[src/rtl/ps2_pkg.sv]
// rtl/ps2_pkg.sv - shared state type, error codes and timing helper for the PS/2 host path
package ps2_pkg;

   localparam int CNT_W = 21;

   typedef enum logic [2:0] {
      IDLE,
      INHIBIT,
      REQ,
      WAIT_FIRST,
      SHIFT,
      WAIT_ACK,
      WAIT_IDLE
   } ps2_tx_state_e;

   localparam logic [1:0] ERR_NONE   = 2'b00;
   localparam logic [1:0] ERR_NO_CLK = 2'b01;
   localparam logic [1:0] ERR_FRAME  = 2'b10;
   localparam logic [1:0] ERR_NO_ACK = 2'b11;

   // 64-bit product so 15 ms at 100 MHz does not overflow before the divide.
   function automatic int unsigned us_to_cycles(input int unsigned us, input int unsigned freq);
      logic [63:0] prod;
      prod = (64'(us) * 64'(freq)) / 64'd1_000_000;
      return prod[31:0];
   endfunction

endpackage

[src/rtl/ps2_line_sync.sv]
// rtl/ps2_line_sync.sv - 2-FF synchronizer and falling-edge detect for the PS/2 clock and data pins
module ps2_line_sync (
   input  logic clk,
   input  logic rst,
   input  logic ps2_clk_i,
   input  logic ps2_data_i,
   output logic clk_s_o,
   output logic data_s_o,
   output logic clk_fe_o,
   output logic data_fe_o
);

   logic [1:0] clk_sync_q;
   logic [1:0] data_sync_q;
   logic       clk_prev_q;
   logic       data_prev_q;

   // Idle bus level is high, so reset to 1 to avoid a false edge after reset.
   always_ff @(posedge clk) begin
      if (!rst) begin
         clk_sync_q  <= 2'b11;
         data_sync_q <= 2'b11;
         clk_prev_q  <= 1'b1;
         data_prev_q <= 1'b1;
      end else begin
         clk_sync_q  <= {clk_sync_q[0], ps2_clk_i};
         data_sync_q <= {data_sync_q[0], ps2_data_i};
         clk_prev_q  <= clk_sync_q[1];
         data_prev_q <= data_sync_q[1];
      end
   end

   assign clk_s_o   = clk_sync_q[1];
   assign data_s_o  = data_sync_q[1];
   assign clk_fe_o  = clk_prev_q & ~clk_sync_q[1];
   assign data_fe_o = data_prev_q & ~data_sync_q[1];

endmodule

[src/rtl/ps2_host_tx.sv]
// rtl/ps2_host_tx.sv - PS/2 host-to-device command transmitter with request-to-send, shift-out and ACK check
module ps2_host_tx
   import ps2_pkg::*;
#(
   parameter int unsigned CLK_FREQ_HZ           = 100_000_000,
   parameter int unsigned INHIBIT_US            = 100,
   parameter int unsigned FIRST_EDGE_TIMEOUT_US = 15000,
   parameter int unsigned FRAME_TIMEOUT_US      = 2000
) (
   input  logic       clk,
   input  logic       rst,
   input  logic       tx_valid,
   input  logic [7:0] tx_data,
   output logic       tx_ready,
   output logic       busy,
   output logic       done,
   output logic       err,
   output logic [1:0] err_code,
   input  logic       ps2_clk_in,
   input  logic       ps2_data_in,
   output logic       ps2_clk_oe,
   output logic       ps2_data_oe
);

   localparam logic [CNT_W-1:0] INHIBIT_LOAD =
      CNT_W'(us_to_cycles(INHIBIT_US, CLK_FREQ_HZ) - 1);
   localparam logic [CNT_W-1:0] FIRST_LOAD =
      CNT_W'(us_to_cycles(FIRST_EDGE_TIMEOUT_US, CLK_FREQ_HZ) - 1);
   localparam logic [CNT_W-1:0] FRAME_LOAD =
      CNT_W'(us_to_cycles(FRAME_TIMEOUT_US, CLK_FREQ_HZ) - 1);

   ps2_tx_state_e    state_q, state_d;
   logic [CNT_W-1:0] cnt_q, cnt_d;
   logic [3:0]       bit_cnt_q, bit_cnt_d;
   logic [8:0]       shift_q, shift_d;
   logic             clk_oe_q, clk_oe_d;
   logic             data_oe_q, data_oe_d;
   logic             busy_q, busy_d;
   logic             done_q, done_d;
   logic             err_q, err_d;
   logic [1:0]       err_code_q, err_code_d;
   logic             tx_ready_q, tx_ready_d;

   logic             clk_s, data_s, clk_fe, data_fe_unused;
   logic             timeout;
   logic             fail;
   logic [1:0]       fail_code;
   logic [CNT_W-1:0] cnt_dec;

   ps2_line_sync u_sync (
      .clk       (clk),
      .rst       (rst),
      .ps2_clk_i (ps2_clk_in),
      .ps2_data_i(ps2_data_in),
      .clk_s_o   (clk_s),
      .data_s_o  (data_s),
      .clk_fe_o  (clk_fe),
      .data_fe_o (data_fe_unused)
   );

   assign timeout = (cnt_q == '0);
   assign cnt_dec = cnt_q - CNT_W'(1);

   always_ff @(posedge clk) begin
      if (!rst) begin
         state_q    <= IDLE;
         cnt_q      <= '0;
         bit_cnt_q  <= '0;
         shift_q    <= '0;
         clk_oe_q   <= 1'b0;
         data_oe_q  <= 1'b0;
         busy_q     <= 1'b0;
         done_q     <= 1'b0;
         err_q      <= 1'b0;
         err_code_q <= ERR_NONE;
         tx_ready_q <= 1'b1;
      end else begin
         state_q    <= state_d;
         cnt_q      <= cnt_d;
         bit_cnt_q  <= bit_cnt_d;
         shift_q    <= shift_d;
         clk_oe_q   <= clk_oe_d;
         data_oe_q  <= data_oe_d;
         busy_q     <= busy_d;
         done_q     <= done_d;
         err_q      <= err_d;
         err_code_q <= err_code_d;
         tx_ready_q <= tx_ready_d;
      end
   end

   always_comb begin
      state_d    = state_q;
      cnt_d      = cnt_q;
      bit_cnt_d  = bit_cnt_q;
      shift_d    = shift_q;
      clk_oe_d   = clk_oe_q;
      data_oe_d  = data_oe_q;
      done_d     = 1'b0;
      err_d      = 1'b0;
      err_code_d = err_code_q;
      fail       = 1'b0;
      fail_code  = ERR_NONE;

      case (state_q)
         IDLE: begin
            if (tx_valid && tx_ready_q) begin
               state_d    = INHIBIT;
               shift_d    = {~^tx_data, tx_data};
               err_code_d = ERR_NONE;
               clk_oe_d   = 1'b1;
               cnt_d      = INHIBIT_LOAD;
            end
         end
         // Clock is held low for INHIBIT_US in total; the REQ cycle is the last of them.
         INHIBIT: begin
            if (cnt_q <= CNT_W'(1)) begin
               state_d   = REQ;
               data_oe_d = 1'b1;
            end else begin
               cnt_d = cnt_dec;
            end
         end
         REQ: begin
            state_d  = WAIT_FIRST;
            clk_oe_d = 1'b0;
            cnt_d    = FIRST_LOAD;
         end
         WAIT_FIRST: begin
            if (timeout) begin
               fail      = 1'b1;
               fail_code = ERR_NO_CLK;
            end else if (clk_fe) begin
               state_d   = SHIFT;
               data_oe_d = ~shift_q[0];
               shift_d   = {1'b0, shift_q[8:1]};
               bit_cnt_d = '0;
               cnt_d     = FRAME_LOAD;
            end else begin
               cnt_d = cnt_dec;
            end
         end
         // Data bit 0 already went out on the edge that left WAIT_FIRST.
         SHIFT: begin
            if (timeout) begin
               fail      = 1'b1;
               fail_code = ERR_FRAME;
            end else begin
               cnt_d = cnt_dec;
               if (clk_fe) begin
                  if (bit_cnt_q == 4'd8) begin
                     state_d   = WAIT_ACK;
                     data_oe_d = 1'b0;
                  end else begin
                     data_oe_d = ~shift_q[0];
                     shift_d   = {1'b0, shift_q[8:1]};
                     bit_cnt_d = bit_cnt_q + 4'd1;
                  end
               end
            end
         end
         WAIT_ACK: begin
            if (timeout) begin
               fail      = 1'b1;
               fail_code = ERR_FRAME;
            end else begin
               cnt_d = cnt_dec;
               if (clk_fe) begin
                  if (!data_s) begin
                     state_d = WAIT_IDLE;
                  end else begin
                     fail      = 1'b1;
                     fail_code = ERR_NO_ACK;
                  end
               end
            end
         end
         WAIT_IDLE: begin
            if (timeout) begin
               fail      = 1'b1;
               fail_code = ERR_FRAME;
            end else begin
               cnt_d = cnt_dec;
               if (clk_s && data_s) begin
                  state_d = IDLE;
                  done_d  = 1'b1;
               end
            end
         end
         default: state_d = IDLE;
      endcase

      if (fail) begin
         state_d    = IDLE;
         clk_oe_d   = 1'b0;
         data_oe_d  = 1'b0;
         err_d      = 1'b1;
         err_code_d = fail_code;
      end

      busy_d     = (state_d != IDLE);
      tx_ready_d = (state_d == IDLE) && !done_d && !err_d;
   end

   assign tx_ready    = tx_ready_q;
   assign busy        = busy_q;
   assign done        = done_q;
   assign err         = err_q;
   assign err_code    = err_code_q;
   assign ps2_clk_oe  = clk_oe_q;
   assign ps2_data_oe = data_oe_q;

endmodule

[config.mk]
export PLATFORM = sky130hd
export DESIGN_NAME = ps2_host_tx
export DESIGN_NICKNAME = d
export VERILOG_FILES = /design/src/rtl/ps2_pkg.sv /design/src/rtl/ps2_line_sync.sv /design/src/rtl/ps2_host_tx.sv
export SDC_FILE = /design/constraint.sdc
export NUM_CORES = 1
export LEC_CHECK = 0
export ABC_CLOCK_PERIOD_IN_PS = 3800
export BUFFER_PORTS_ARGS = -buffer_cell sky130_fd_sc_hd__buf_4
export CAP_MARGIN = 20
export CORE_UTILIZATION = 55
export CTS_BUF_LIST = sky130_fd_sc_hd__clkbuf_4 sky130_fd_sc_hd__clkbuf_8
export DETAILED_ROUTE_END_ITERATION = 8
export PLACE_DENSITY = 0.85
export SLEW_MARGIN = 25
export SYNTH_ARGS = -nofsm -noshare
export SYNTH_HDL_FRONTEND = slang
export SYNTH_SLANG_ARGS = --single-unit
[constraint.sdc]
create_clock -name clk -period 3.8 [get_ports clk]
set_input_delay 0.19 -clock clk [delete_from_list [all_inputs] [get_ports clk]]
set_output_delay 0.19 -clock clk [all_outputs]
set_load 0.02 [all_outputs]
# After elaboration in Yosys (flattened, before gate mapping)
# Index checks and enable logic that the tools add are counted.
# totals
register_bits	50
in_bits	13
out_inout_bits	8
word_cells	125
# op_classes
add_sub_neg	2
n_lt_le_gt_ge	1
eq_ne	16
muxes	60
bitwise	4
n_reduce_logical	28
# op_table
op	count
two-way mux 21 bit	5
case mux 21 bit (5 select lines)	1
two-way mux 9 bit	6
two-way mux 3 bit	13
case mux 9 bit (3 select lines)	1
less-or-equal comparator 21 x 1 -> 1 bit (second input constant)	1
zero test 21 bit	1
case mux 3 bit (7 select lines)	1
subtractor 21 x 1 -> 21 bit (second input constant)	1
two-way mux 4 bit	5
!= test 2 bit (second input constant)	9
two-way mux 1 bit	16
two-way mux 2 bit	7
AND reduction 6 bit	2
== test 3 bit (second input constant)	3
nonzero test 3 bit	3
case mux 4 bit (2 select lines)	1
nonzero test 2 bit	4
XNOR reduction 8 bit	1
AND reduction 7 bit	1
== test 3 x 2 -> 1 bit (second input constant)	2
zero test 3 bit	2
case mux 2 bit (3 select lines)	1
OR reduction 3 bit	2
other kinds (13)	22

# Depth between registers and ports, before layout
# Gate-level depths: netlist (run 1).
# depth
word_depth	9
ltp_mapped	9
depth_no_buf	8

# Cells and area by module
# A second synthesis (run 1) with hierarchy kept.
# unflattened
hier_cells	343
hier_area_um2	2876.5
# modules_own_cells
module	n_inst	cells_each	area_each_um2	seq_area_each_um2
ps2_host_tx	1	329	2706.3	900.9
ps2_line_sync	1	14	170.2	120.1

# Least setup slack after synthesis (run 1)
# OpenSTA, ideal clock, no wires.
# synth_path
path_type	reg2reg
startpoint	register cnt_q[0]
endpoint	register cnt_q[12]
setup_ns	0.076
arrival_ns	2.006
required_time_ns	3.724
slack_ns	1.718
stages_incl_launch_ff	8
n_path_buf	0
synth_period_minus_slack_ns	2.082
cell_sequence	dfxtp_1 -> inv_1 -> ha_1 -> nand3_1 -> o21ai_2 -> a2111o_1 -> or4_1 -> o22ai_1
# synth_via
elab_chain_len	4
elab_cells_between_ends	12
classes_between	add/sub: 1; order compare: 1; eq/ne: 3; mux: 5; reduce/logical: 2
# synth_lines
item	line_no	source
from (decl)	ps2_host_tx.sv:33	logic [CNT_W-1:0] cnt_q, cnt_d;
from (signal assigned)	ps2_host_tx.sv:79	cnt_q <= cnt_d;
subtractor 21 x 1 -> 21 bit	ps2_host_tx.sv:62	assign cnt_dec = cnt_q - CNT_W'(1);
two-way mux 21 bit	ps2_host_tx.sv:133	end else if (clk_fe) begin
two-way mux 21 bit	ps2_host_tx.sv:130	if (timeout) begin
case mux 21 bit (5 select lines)	ps2_host_tx.sv:105	case (state_q)
# Several ways; a longest one is shown, not always the timed one. The select of a mux whose other input is x is not followed.
# A chain may end at the register's enable or synchronous reset.

# Final worst setup path (run 1)
# layout_path
startpoint	register state_q[2]
endpoint	register cnt_q[12]
# layout_via
elab_chain_len	4
elab_cells_between_ends	15
classes_between	eq/ne: 10; mux: 1; reduce/logical: 4
# layout_lines
item	line_no	source
from (decl)	ps2_host_tx.sv:32	ps2_tx_state_e state_q, state_d;
from (signal assigned)	ps2_host_tx.sv:78	state_q <= state_d;
== test 3 bit	ps2_host_tx.sv:105	
OR reduction 3 bit (no source line)	--	
nonzero test 5 bit (no source line) / != test 2 bit (equally long branches)	--	
AND reduction 5 bit (no source line)	--	
# Several ways; a longest one is shown, not always the timed one.

==> results of run 1 <==
-- per-layer routing --
| metal | up-vias | GRT usage (%) | wire [um] |
|---|---|---|---|
| li1 | 1353 | - | - |
| met1 | 1347 | 32.3 | 3130 |
| met2 | 149 | 43.0 | 3490 |
| met3 | 36 | 4.31 | 538 |
| met4 | 0 | 14.2 | 244 |
| met5 | - | 0 | 0 |
-- power breakdown --
group          switching [uW]  leakage [uW]  internal [uW]
registers                 132      0.000410            636
clock network             188     0.0000447            133
logic                     770      0.000780            426
-- metrics by stage --
step	std cells	power [uW]
after floorplan	359	1700
after global placement	434	1900
after detailed placement	434	1940
after CTS	442	2270
after global routing	442	2430
final	442	2280
-- worst max-delay path: stages (launching register included) --
cell,delay [ns]
dfxtp_1,0.67
inv_1,0.22
nand2_1,0.20
nor3_4,0.08
a2111o_1,0.67
or4_1,0.60
o22ai_1,0.15
-- state kept, by name (all words and copies together) (netlist names) --
| register | count |
|---|---|
| u_sync.clk_sync_q | 2 |
| busy | 1 |
| shift_q | 9 |
| err_code | 2 |
| u_sync.data_sync_q | 2 |
| tx_ready | 1 |
| ps2_data_oe | 1 |
| err | 1 |
| ps2_clk_oe | 1 |
| state_q | 3 |
| done | 1 |
| cnt_q | 21 |
| bit_cnt_q | 4 |
| u_sync.clk_prev_q | 1 |
-- cells in the mapped netlist, types with 5 or more instances --
master    count  area, um^2
o21ai_0      23         115
nand3_1      15        75.1
xnor2_1      10        87.6
a21oi_1      30         150
ha_1          5        62.6
a31oi_1       9        56.3
a211oi_2      8         100
nor3_1       16        80.1
nand2_1      24        90.1
inv_1        11        41.3
nand2b_1      9        56.3
dfxtp_1      50        1000
buf_2         5        25.0
mux2i_1       8        80.1
clkbuf_1     10        37.5
nor2_1       38         143
-- worst paths after layout --
| path | from | end | slack, ns |
|---|---|---|---|
| hold reg to reg | u_sync.clk_sync_q[0] | u_sync.clk_sync_q[1] | 0.41 |
| setup reg to reg | state_q[2] | cnt_q[12] | 1.15 |
| setup / recovery | state_q[2] | cnt_q[12] | 1.15 |
| hold / removal | ps2_clk_in | u_sync.clk_sync_q[0] | 0.07 |
-- logic make-up (layout without fill, tap and decap cells) --
| family | count (synthesis) | after routing | share of synthesized area [%] |
|---|---|---|---|
| adder cells (fa/ha/maj) | 5 | 5 | 2.07 |
| multiplexers | 8 | 8 | 2.65 |
| AO/OA/AOI/OAI | 111 | 111 | 26.7 |
| buffers and inverters | 28 | 41 | 4.06 |
| flip-flops | 50 | 50 | 33.1 |
| AND/OR/NAND/NOR | 147 | 147 | 28.5 |
| XOR/XNOR | 10 | 10 | 2.90 |
-- area by class of cell --
cell class / instances / area (um^2)
fillers: 449 / 1920
multi-input cells: 281 / 1900
flip-flops and latches: 50 / 1000
repair buffers: 22 / 165
well taps: 70 / 87.6
clock buffers: 5 / 68.8
inverters: 11 / 41.3
clock inverters: 3 / 25.0
==> flow_metrics.tcl, run 1 <==
set metrics [dict create \
    status "completed" \
    p_per_area_mw_per_mm2 695 \
    worst_slack_ns 1.15 \
    routed_wirelength_um 7400 \
    dr.pass1.iters 6 \
    nets 389 \
    grt_usage_pct 26.0 \
    postCtsSetupBuffers 0 \
    synthCells 359 \
    wl_per_cell_um 16.7 \
    antenna_found_initial 0 \
    ir_worst_vdd_v 0.000360 \
    cts.sinks 50 \
    numCtsBuffers 5 \
    ctsHoldBuffers 0 \
    holdWs_ns 0.0665 \
    grt_overflow 0 \
    synth_edf_count 0 \
    die_y_um 76.1 \
    drv_slew 0 \
    hold_viol 0 \
    core_mm2 0.00520 \
    fin_crit_sh_pct 69.8 \
    required_ns 4.04 \
    design_area_mm2 0.00329 \
    start_kind "flip-flop" \
    leakagePower_uw 0.00123 \
    drtIter0Drc 335 \
    drv_cap 0 \
    fmax_mhz 377 \
    synthArstFlopShare_pct 0 \
    ys.flop_type "dfxtp_1" \
    worstSkewPairLatency_ns 0.31 \
    synth-seq-area-share_pct 33.1 \
    final_common_cell "dfxtp_1" \
    post_cts_resized 0 \
    synth_cell_type_count 70 \
    setup_viol 0 \
    io_buffers 20 \
    cts-htree-levels 2 \
    via_per_inst 6.53 \
    drive_above_1_share_pct 17.7 \
    hpwlAfterDp_um 5150 \
    clk_path_buf_depth 2 \
    arrival_ns 2.89 \
    fin_crit_ns 2.65 \
    clkTransAtPathRegs_ns 0.10 \
    syn_nets 377 \
    diodes 0 \
    start_util_pct 58.1 \
    mostFrequentLayoutCells "dfxtp_1 (50), nor2_1 (38), a21oi_1 (30)" \
    path_class "flip-flop to flip-flop" \
    path_max_fanout 23 \
    hold_depth 2 \
    area_growth_pct 8.77 \
    io_pins 21 \
    critPathCaptureType "flip-flop" \
    grt_max_degree 26 \
    globalplace.congestion 0.948 \
    cts-root-buf "clkbuf_8" \
    cts_tree "yes" \
    rows 26 \
    route.detailed.drc 0 \
    syn_avg_cell_area_um2 8.42 \
    worst_r2r_path_depth 6 \
    worst_pin_slew_ns 0.994 \
    ant_nets 0 \
    dieArea_mm2 0.00580 \
    num_vias 2885 \
    relSlewSlack_pct 33.6 \
    rsz0062_at_grt "false" \
    ys_ff_latch 50 \
    final_util_pct 63.2 \
    grt_pass1_vias 2671 \
    hold_class "input pin to flip-flop" \
    synth_area_mm2 0.00302 \
    yosysWarnings 0 \
    pre_cts_ws_ns 1.22 \
    placed_cell_area_mm2 0.00319 \
    skew_ns 0.0144 \
    grt_pass1_wl_um 12300 \
    dieWidth_um 76.1 \
    tns_ns 0 \
]
Note: power is estimated with default switching activity, not from simulation.
==> inputs of run 2 (changes only) <==
ABC_CLOCK_PERIOD_IN_PS = 2400   (was 3800)
PLACE_DENSITY = 0.88   (was 0.85)
clock period = 2.4 ns   (was 3.8 ns; I/O delays follow)
==> run 2 against run 1 <==
Clock skew fell by 0.0085 ns. Critical path depth is 1 higher. Critical path type unchanged. Flip-flop and latch count unchanged. Combinational power increased by 73%. Maximum frequency increased by 15%. Sequential power rose by 58%. Setup slack worse by 1.0 ns. Die area unchanged. Count of clock-buffer cells in the layout did not move. Final cell count up 4.3%. Non-clock buffer count grew 19.
==> flow_metrics.tcl, run 2 (synthesis gave the netlist of run 1 again) <==
set metrics [dict create \
    p_sw_uw 1770 \
    die_y_um 76.1 \
    rows 26 \
    dieWidth_um 76.1 \
    io_buffers 20 \
    fin_crit_ns 2.30 \
    final_util_pct 67.0 \
    largest-register "cnt_q" \
    relSlewSlack_pct 31.3 \
    required_ns 2.60 \
    dr.pass1.iters 5 \
    grt_overflow 0 \
    skew_ns 0.00596 \
    clkPwrFrac_pct 15.4 \
    route.detailed.drc 0 \
    area_growth_pct 15.3 \
    path_class "flip-flop to flip-flop" \
    drv_cap 0 \
    globalplace.congestion 0.917 \
    path_max_fanout 9 \
    cts-root-buf "clkbuf_8" \
    grt_max_degree 26 \
    combPwrFrac_pct 53.5 \
    grt_pass1_vias 2909 \
    via_per_inst 6.44 \
    routed_wirelength_um 8000 \
    clk_path_buf_depth 2 \
    fin_crit_sh_pct 95.7 \
    clkTransAtPathRegs_ns 0.09 \
    grt_usage_pct 27.7 \
    num_vias 2969 \
    status "completed" \
    start_kind "flip-flop" \
    postCtsSetupBuffers 0 \
    hold_viol 0 \
    dieArea_mm2 0.00580 \
    grt_pass1_wl_um 13200 \
    drv_slew 0 \
    worstSkewPairLatency_ns 0.31 \
    mostFrequentLayoutCells "dfxtp_1 (48), nor2_1 (38), buf_4 (38)" \
    drtIter0Drc 335 \
    io_pins 21 \
    p_per_area_mw_per_mm2 1110 \
    wl_per_cell_um 17.3 \
    cts-htree-levels 2 \
    drive_above_1_share_pct 22.5 \
    start_util_pct 58.1 \
    tns_ns 0 \
    cts.sinks 50 \
    p_int_uw 2120 \
    arrival_ns 2.50 \
    hold_class "input pin to flip-flop" \
    final_common_cell "dfxtp_1" \
    hpwlAfterDp_um 5620 \
    worst_pin_slew_ns 1.03 \
    critPathCaptureType "flip-flop" \
    power_frac_seq_pct 31.1 \
    fmax_mhz 435 \
    cts_tree "yes" \
    top_regs "cnt_q x21, shift_q x9, bit_cnt_q x4" \
    diodes 0 \
    nets 408 \
    ant_nets 0 \
    leakagePower_uw 0.00135 \
    ir_worst_vdd_v 0.000646 \
    antenna_found_initial 0 \
    numCtsBuffers 5 \
    setup_viol 0 \
    largest_reg_flops 21 \
    p_sw_share_pct 45.5 \
    core_mm2 0.00520 \
]
-- run 2: through the flow --
stage	hold WS (ns)	power, uW	cells	worst slack (ns)	instance area (um^2)
finish	0.211	3880	461	0.103	3490
global route	0.217	4120	461	-0.0223	3490
CTS	0.215	3820	461	0.0855	3470
detailed placement	0.308	3210	451	0.0977	3330
global placement	0.301	3130	451	0.196	3330
floorplan	0.193	2700	359	0.318	3020
-- run 2: final cells by class --
class | instances | area (um^2)
fillers | 415 | 1720
clock buffers | 5 | 68.8
flip-flops and latches | 50 | 1000
well taps | 70 | 87.6
inverters | 11 | 41.3
clock inverters | 3 | 45.0
multi-input cells | 281 | 1910
repair buffers | 41 | 325
-- run 2: power groups by stage --
| stage | Sequential (uW) | Combinational [uW] | Clock, uW |
|---|---|---|---|
| finish | 1210 | 2080 | 597 |
| global route | 1230 | 2240 | 649 |
| CTS | 1190 | 2020 | 603 |
| detailed placement | 1210 | 2000 | 0 |
| global placement | 1190 | 1930 | 0 |
| floorplan | 1190 | 1510 | 0 |
-- run 2: final timing paths --
| check | depth (start not counted) | slack, ns | from | end |
|---|---|---|---|---|
| max reg2reg | 7 | 0.10 | cnt_q[10] | cnt_q[5] |
| min reg2reg | 1 | 0.41 | u_sync.data_sync_q[0] | u_sync.data_sync_q[1] |
| max | 7 | 0.10 | cnt_q[10] | cnt_q[5] |
| min | 3 | 0.21 | tx_data[5] | shift_q[5] |
-- run 2: repair_timing --
item,4_1_cts,5_1_grt
hold endpoints to repair,2,0
hold buffers,2,0
setup endpoints to repair,0,3
resized for setup,0,5
-- run 2: per-layer routing --
metal | GRT usage [%] | share of wire, % | vias to the layer above
li1 | - | - | 1394
met1 | 32.4 | 41 | 1409
met2 | 49.4 | 51 | 143
met3 | 5.39 | 6.8 | 23
met4 | 11.3 | 1.9 | 0
met5 | 0 | 0 | -
-- run 2: worst max-delay path, cell delays in order (launching register included) --
cell and delay (ns):
dfxtp_1 0.42, nor4_2 0.48, nand3_1 0.25, o21ai_2 0.24, a2111o_1 0.28, buf_4 0.21, a21oi_1 0.06, o221a_2 0.25
